[src/rtl/queue_header_stripper.sv]
// queue_header_stripper: removes the queue-ID header from AXIS packets, realigns the payload and emits ID/length sideband
module queue_header_stripper #(
  parameter int AXIS_DATA_WIDTH   = 64,
  parameter int QUEUE_ID_WIDTH    = 32,
  parameter int PACKET_SIZE_WIDTH = 11,
  parameter int NUM_QUEUES        = 1024,
  parameter int ID_BIG_ENDIAN     = 1,
  parameter int DROP_INVALID      = 1,
  parameter int CNT_WIDTH         = 32
) (
  input  logic                           clk_i,
  input  logic                           rst_n_i,
  output logic                           s_axis_tready_o,
  input  logic                           s_axis_tvalid_i,
  input  logic [AXIS_DATA_WIDTH-1:0]     s_axis_tdata_i,
  input  logic [AXIS_DATA_WIDTH/8-1:0]   s_axis_tkeep_i,
  input  logic                           s_axis_tlast_i,
  input  logic [PACKET_SIZE_WIDTH-1:0]   s_axis_packet_length_i,
  input  logic                           m_axis_tready_i,
  output logic                           m_axis_tvalid_o,
  output logic [AXIS_DATA_WIDTH-1:0]     m_axis_tdata_o,
  output logic [AXIS_DATA_WIDTH/8-1:0]   m_axis_tkeep_o,
  output logic                           m_axis_tlast_o,
  output logic [PACKET_SIZE_WIDTH-1:0]   m_axis_packet_length_o,
  output logic [QUEUE_ID_WIDTH-1:0]      m_queue_id_o,
  output logic                           m_queue_err_o,
  output logic [CNT_WIDTH-1:0]           drop_cnt_o,
  output logic [CNT_WIDTH-1:0]           runt_cnt_o
);
  localparam int B   = AXIS_DATA_WIDTH / 8;
  localparam int H   = QUEUE_ID_WIDTH / 8;
  localparam int HDW = AXIS_DATA_WIDTH - QUEUE_ID_WIDTH;
  localparam logic [1:0] IDLE   = 2'd0;
  localparam logic [1:0] STREAM = 2'd1;
  localparam logic [1:0] FLUSH  = 2'd2;
  localparam logic [1:0] DROP   = 2'd3;
  localparam logic [QUEUE_ID_WIDTH:0]      ID_LIMIT = (QUEUE_ID_WIDTH+1)'(NUM_QUEUES);
  localparam logic [PACKET_SIZE_WIDTH-1:0] HDR_LEN  = PACKET_SIZE_WIDTH'(H);

  logic [1:0]                   state_q, state_d;
  logic [HDW-1:0]               hold_data_q, hold_data_d;
  logic [B-H-1:0]               hold_keep_q, hold_keep_d;
  logic [QUEUE_ID_WIDTH-1:0]    queue_id_q, queue_id_d, hdr_id;
  logic [PACKET_SIZE_WIDTH-1:0] pkt_len_q, pkt_len_d;
  logic                         queue_err_q, queue_err_d;
  logic [CNT_WIDTH-1:0]         drop_cnt_q, drop_cnt_d, runt_cnt_q, runt_cnt_d;
  logic                         s_fire, upper_empty, runt, id_invalid, in_flush;

  // Extract the header ID, swapping bytes when byte 0 carries the MSB
  always_comb begin
    hdr_id = s_axis_tdata_i[QUEUE_ID_WIDTH-1:0];
    if (ID_BIG_ENDIAN != 0)
      for (int i = 0; i < H; i++) hdr_id[i*8 +: 8] = s_axis_tdata_i[(H-1-i)*8 +: 8];
  end

  assign in_flush        = state_q == FLUSH;
  assign upper_empty     = ~|s_axis_tkeep_i[B-1:H];
  assign runt            = ~&s_axis_tkeep_i[H-1:0] || (s_axis_tlast_i && upper_empty);
  assign id_invalid      = {1'b0, hdr_id} >= ID_LIMIT;
  assign s_axis_tready_o = state_q == STREAM ? m_axis_tready_i : !in_flush;
  assign s_fire          = s_axis_tvalid_i && s_axis_tready_o;
  assign m_axis_tvalid_o = state_q == STREAM ? s_axis_tvalid_i : in_flush;
  assign m_axis_tlast_o  = state_q == STREAM ? s_axis_tlast_i && upper_empty : in_flush;
  assign m_axis_tdata_o  = {in_flush ? {QUEUE_ID_WIDTH{1'b0}} : s_axis_tdata_i[QUEUE_ID_WIDTH-1:0], hold_data_q};
  assign m_axis_tkeep_o  = {in_flush ? {H{1'b0}} : s_axis_tkeep_i[H-1:0], hold_keep_q};
  assign m_axis_packet_length_o = pkt_len_q;
  assign m_queue_id_o    = queue_id_q;
  assign m_queue_err_o   = queue_err_q;
  assign drop_cnt_o      = drop_cnt_q;
  assign runt_cnt_o      = runt_cnt_q;

  // Packet sequencing: classify the first beat, stream realigned beats, flush the tail, or discard
  always_comb begin
    state_d     = state_q;
    hold_data_d = hold_data_q;
    hold_keep_d = hold_keep_q;
    queue_id_d  = queue_id_q;
    pkt_len_d   = pkt_len_q;
    queue_err_d = queue_err_q;
    drop_cnt_d  = drop_cnt_q;
    runt_cnt_d  = runt_cnt_q;
    if (state_q == IDLE && s_fire) begin
      queue_id_d  = hdr_id;
      pkt_len_d   = s_axis_packet_length_i - HDR_LEN;
      queue_err_d = id_invalid && DROP_INVALID == 0;
      hold_data_d = s_axis_tdata_i[AXIS_DATA_WIDTH-1:QUEUE_ID_WIDTH];
      hold_keep_d = s_axis_tkeep_i[B-1:H];
      if (runt) begin
        runt_cnt_d = runt_cnt_q + 1'b1;
        state_d    = s_axis_tlast_i ? IDLE : DROP;
      end else if (id_invalid && DROP_INVALID != 0) begin
        drop_cnt_d = drop_cnt_q + 1'b1;
        state_d    = s_axis_tlast_i ? IDLE : DROP;
      end else begin
        state_d = s_axis_tlast_i ? FLUSH : STREAM;
      end
    end
    if (state_q == STREAM && s_fire) begin
      hold_data_d = s_axis_tdata_i[AXIS_DATA_WIDTH-1:QUEUE_ID_WIDTH];
      hold_keep_d = s_axis_tkeep_i[B-1:H];
      if (s_axis_tlast_i) state_d = upper_empty ? IDLE : FLUSH;
    end
    if (in_flush && m_axis_tready_i) state_d = IDLE;
    if (state_q == DROP && s_fire && s_axis_tlast_i) state_d = IDLE;
  end

  // State, held tail bytes, sideband and counters
  always_ff @(posedge clk_i or negedge rst_n_i) begin
    if (!rst_n_i) begin
      state_q     <= IDLE;
      hold_data_q <= '0;
      hold_keep_q <= '0;
      queue_id_q  <= '0;
      pkt_len_q   <= '0;
      queue_err_q <= 1'b0;
      drop_cnt_q  <= '0;
      runt_cnt_q  <= '0;
    end else begin
      state_q     <= state_d;
      hold_data_q <= hold_data_d;
      hold_keep_q <= hold_keep_d;
      queue_id_q  <= queue_id_d;
      pkt_len_q   <= pkt_len_d;
      queue_err_q <= queue_err_d;
      drop_cnt_q  <= drop_cnt_d;
      runt_cnt_q  <= runt_cnt_d;
    end
  end
endmodule

[config.mk]
export PLATFORM = sky130hd
export DESIGN_NAME = queue_header_stripper
export DESIGN_NICKNAME = d
export VERILOG_FILES = /design/src/rtl/queue_header_stripper.sv
export SDC_FILE = /design/constraint.sdc
export NUM_CORES = 1
export LEC_CHECK = 0
export CORE_MARGIN = 1
export CORE_UTILIZATION = 24
export CTS_CLUSTER_SIZE = 40
export DETAILED_ROUTE_END_ITERATION = 10
export HOLD_SLACK_MARGIN = 0.03
export SLEW_MARGIN = 25
export SYNTH_ARGS = -nofsm -noshare
export SYNTH_HDL_FRONTEND = slang
export SYNTH_SLANG_ARGS = --single-unit
[constraint.sdc]
create_clock -name clk_i -period 5.17 [get_ports clk_i]
set_clock_uncertainty 0.2 [all_clocks]
set_input_delay 0.517 -clock clk_i [delete_from_list [all_inputs] [get_ports clk_i]]
set_output_delay 0.517 -clock clk_i [all_outputs]
set_load 0.01 [all_outputs]
==> run metrics <==
Max VDD drop ~0.00018 V; layout cells sized above 1 0.0983; Resize count post-CTS 0; FF/Latch Area roughly 0.0036 mm^2; FILL cells about 2600; initial antenna violation count 1; Tmin final around 3.1 ns; hpwl dp between 10000 and 15000 um; IO Pins between 200 and 300; Mapped Area roughly 0.0064 mm^2; maxcap violations 0; first-pass GRT wire length approximately 31000 um; Syn. warnings 0; Worst EP arrival roughly 2.4 ns; Total Routing Usage GR 0.144; power per cell area about 450 mW/mm^2; area delta synth->final 56.7%; largest family of logic cells by synthesized area simple AND/OR/NAND/NOR gates; count of final setup violators 0; GP Congestion about 0.77; Hold Vio Cnt, Final 0; area occupied by multi-input gates 0.00268 mm^2; max-slew violation count 0; Synth Instances between 600 and 700; mux contribution to synthesized area 0.0664; Total Neg Setup Slack 0 ns; flops & latches, synth about 150; overall power about 4.5 mW; Clock transition at path regs ~0.060 ns; most frequent cell after synthesis dfrtp_1; top post-synthesis cells by area dfrtp_1 56%, nand2_1 8.0%, mux2_2 6.6%; status complete, but fails checks; Setup CP Type in -> out; clock tree buffer depth 2; Synth Area in XOR/XNOR 0.0952; routed via count roughly 5300; met1 wire length just over 8000 um; Sequential Power Share 0.369; Setup WS pre-CTS between 1.5 and 2 ns; Synth Area per Inst between 10 and 15 um^2; PortBufs between 200 and 300; number of global-route vias before repair between 5000 and 6000; Top Layer Used met4; Syn Nets 693; initial core utilization 0.246; clk_lat worst skew slightly above 0.4 ns; routed wire length on met2 a little under 10000 um; Rows 59; die width between 150 and 200 um; failing checks DRC; Final nets roughly 960; remaining antenna violation count after routing 0; Avg Vias per Cell roughly 4.3; dpl cell area around 0.0095 mm^2; Sw Pwr roughly 1.4 mW; Peak Freq about 320 MHz; Synth Area in Adders 0.00583; wire per inst approximately 16 um; CTS buffer count 17; Comb power frac 0.360; Post-Synth Simple-Gate Area 0.219; total wire length around 19000 um; Design Area, Final roughly 0.010 mm^2; clock root buffer clkbuf_16; violation count after the first detailed-route iteration around 300; post-synthesis sequential area ratio 0.563; Crit. End Element output port; Clock power frac 0.271; Post-synth ARST share 1.00; Commonest cells post-synth 145 x dfrtp_1, 138 x nand2_1, 40 x xnor2_1, 38 x mux2_2, 36 x and2_1; height of the die 166 um; grt ovf 0; CP max FO 4; RSZ-0062 raised after global routing no; Crit path required time 4.45 ns; largest net degree at the start of global routing 58; TritonCTS clock tree yes; Net Sw Frac 0.306; Synth area leader dfrtp_1; fraction of synthesized cell area taken by the top area cell type 0.563; Final Cycle Share 0.609; met3 routed WL 830 um; CP startpoint kind primary input; Post-synth EDFFs 0; Die ar. roughly 0.028 mm^2; Worst Max-Slew Pin Slew 0.978 ns; final core utilization 0.385; H-tree depth 4; clock sinks between 100 and 150; Int Power 3.14 mW; Slew HR 0.343; leak pwr 4.33 nW; core area roughly 0.026 mm^2; post-synthesis cell type count 40; Hold WC Path Type reg -> reg; drt drc 12; final worst slack roughly 2 ns; Pre-antenna DRT Iters 9; top_reg_cell synth dfrtp_1; Synth Area in Compound Gates 0.0270
-- logic make-up (layout without fill, tap and decap cells) --
logic type,Yosys count,in the layout
AND/OR/NAND/NOR,285,285
XOR/XNOR,70,70
adder cells (fa/ha/maj),3,3
buffers and inverters,36,319
flip-flops,145,145
AO/OA/AOI/OAI,24,24
multiplexers,38,38
other,1,2
-- sequential cells by signal, summed over array words and instances (netlist names) --
name,count
hold_keep_q,4
m_queue_id_o,32
runt_cnt_o,32
hold_data_q,32
m_axis_packet_length_o,11
state_q,2
drop_cnt_o,32
-- placed cells by master, fill, tap and decap left out, types with 3 or more instances in the layout --
cell type,instances
and2_1,36
nor3_1,10
clkdlybuf4s50_1,268
dfrtp_1,145
ha_1,3
nand2_1,138
inv_1,13
xor2_1,30
nand2b_1,3
clkbuf_16,17
nand3_1,20
clkinv_2,3
xnor2_1,40
mux2_2,38
nand4_1,16
buf_4,5
nor2_1,26
nor4_2,3
o21ai_0,13
and4_1,5
clkinv_4,3
and3_1,5
nor4_1,12
-- final timing paths --
path	endpoint	start	cells after the start	slack, ns
setup / recovery	m_axis_tlast_o	s_axis_tkeep_i[5]	5	2.02
hold / removal	m_queue_id_o[13]$_DFFE_PN0P_	m_queue_id_o[13]$_DFFE_PN0P_	2	0.27
setup reg to reg	runt_cnt_o[25]$_DFFE_PN0P_	state_q[0]$_DFF_PN0_	4	2.34
hold reg to reg	m_queue_id_o[13]$_DFFE_PN0P_	m_queue_id_o[13]$_DFFE_PN0P_	2	0.27
max in group asynchronous	m_queue_id_o[15]$_DFFE_PN0P_	rst_n_i	3	3.33
min in group asynchronous	hold_data_q[18]$_DFFE_PN0P_	rst_n_i	2	0.42
-- power groups by stage --
| stage | registers [mW] | clock network (mW) | logic [mW] |
|---|---|---|---|
| 2_1_floorplan | 1.82 | 0 | 0.475 |
| 3_3_place_gp | 1.68 | 0 | 1.65 |
| 3_5_place_dp | 1.69 | 0 | 1.66 |
| 4_1_cts | 1.67 | 1.27 | 1.66 |
| 5_1_grt | 1.72 | 1.32 | 1.74 |
| 6_report | 1.67 | 1.22 | 1.62 |
-- metrics by stage --
stage,std cells,hold WS [ns]
2_1_floorplan,602,0.0214
3_3_place_gp,1188,0.259
3_5_place_dp,1188,0.262
4_1_cts,1220,0.277
5_1_grt,1220,0.291
6_report,1221,0.270
-- routing by layer --
layer | up-vias | GRT usage
li1 | 2547 | -
met1 | 2565 | 0.176
met2 | 118 | 0.247
met3 | 27 | 0.0384
met4 | 0 | 0.0447
met5 | - | 0
-- timing repair --
item | in CTS | in global routing
setup buffers | 0 | 0
hold endpoints to repair | 48 | 0
hold buffers | 1 | 0
-- critical path: stages --
cell and delay (ns):
clkdlybuf4s50_1 0.45, nor4_4 0.55, nand2_1 0.10, o21ai_0 0.15, clkdlybuf4s50_1 0.66
-- cell type report --
cell class / count / area share
timing repair buffer: 275 / 0.271
inverter: 13 / 0.00483
clock buffer: 19 / 0.0439
multi-input combinational: 421 / 0.266
clock inverter: 12 / 0.0133
sequential: 145 / 0.359
tap: 335 / 0.0415
antenna: 1 / 0.000248
(Power assumes the default switching activity.)
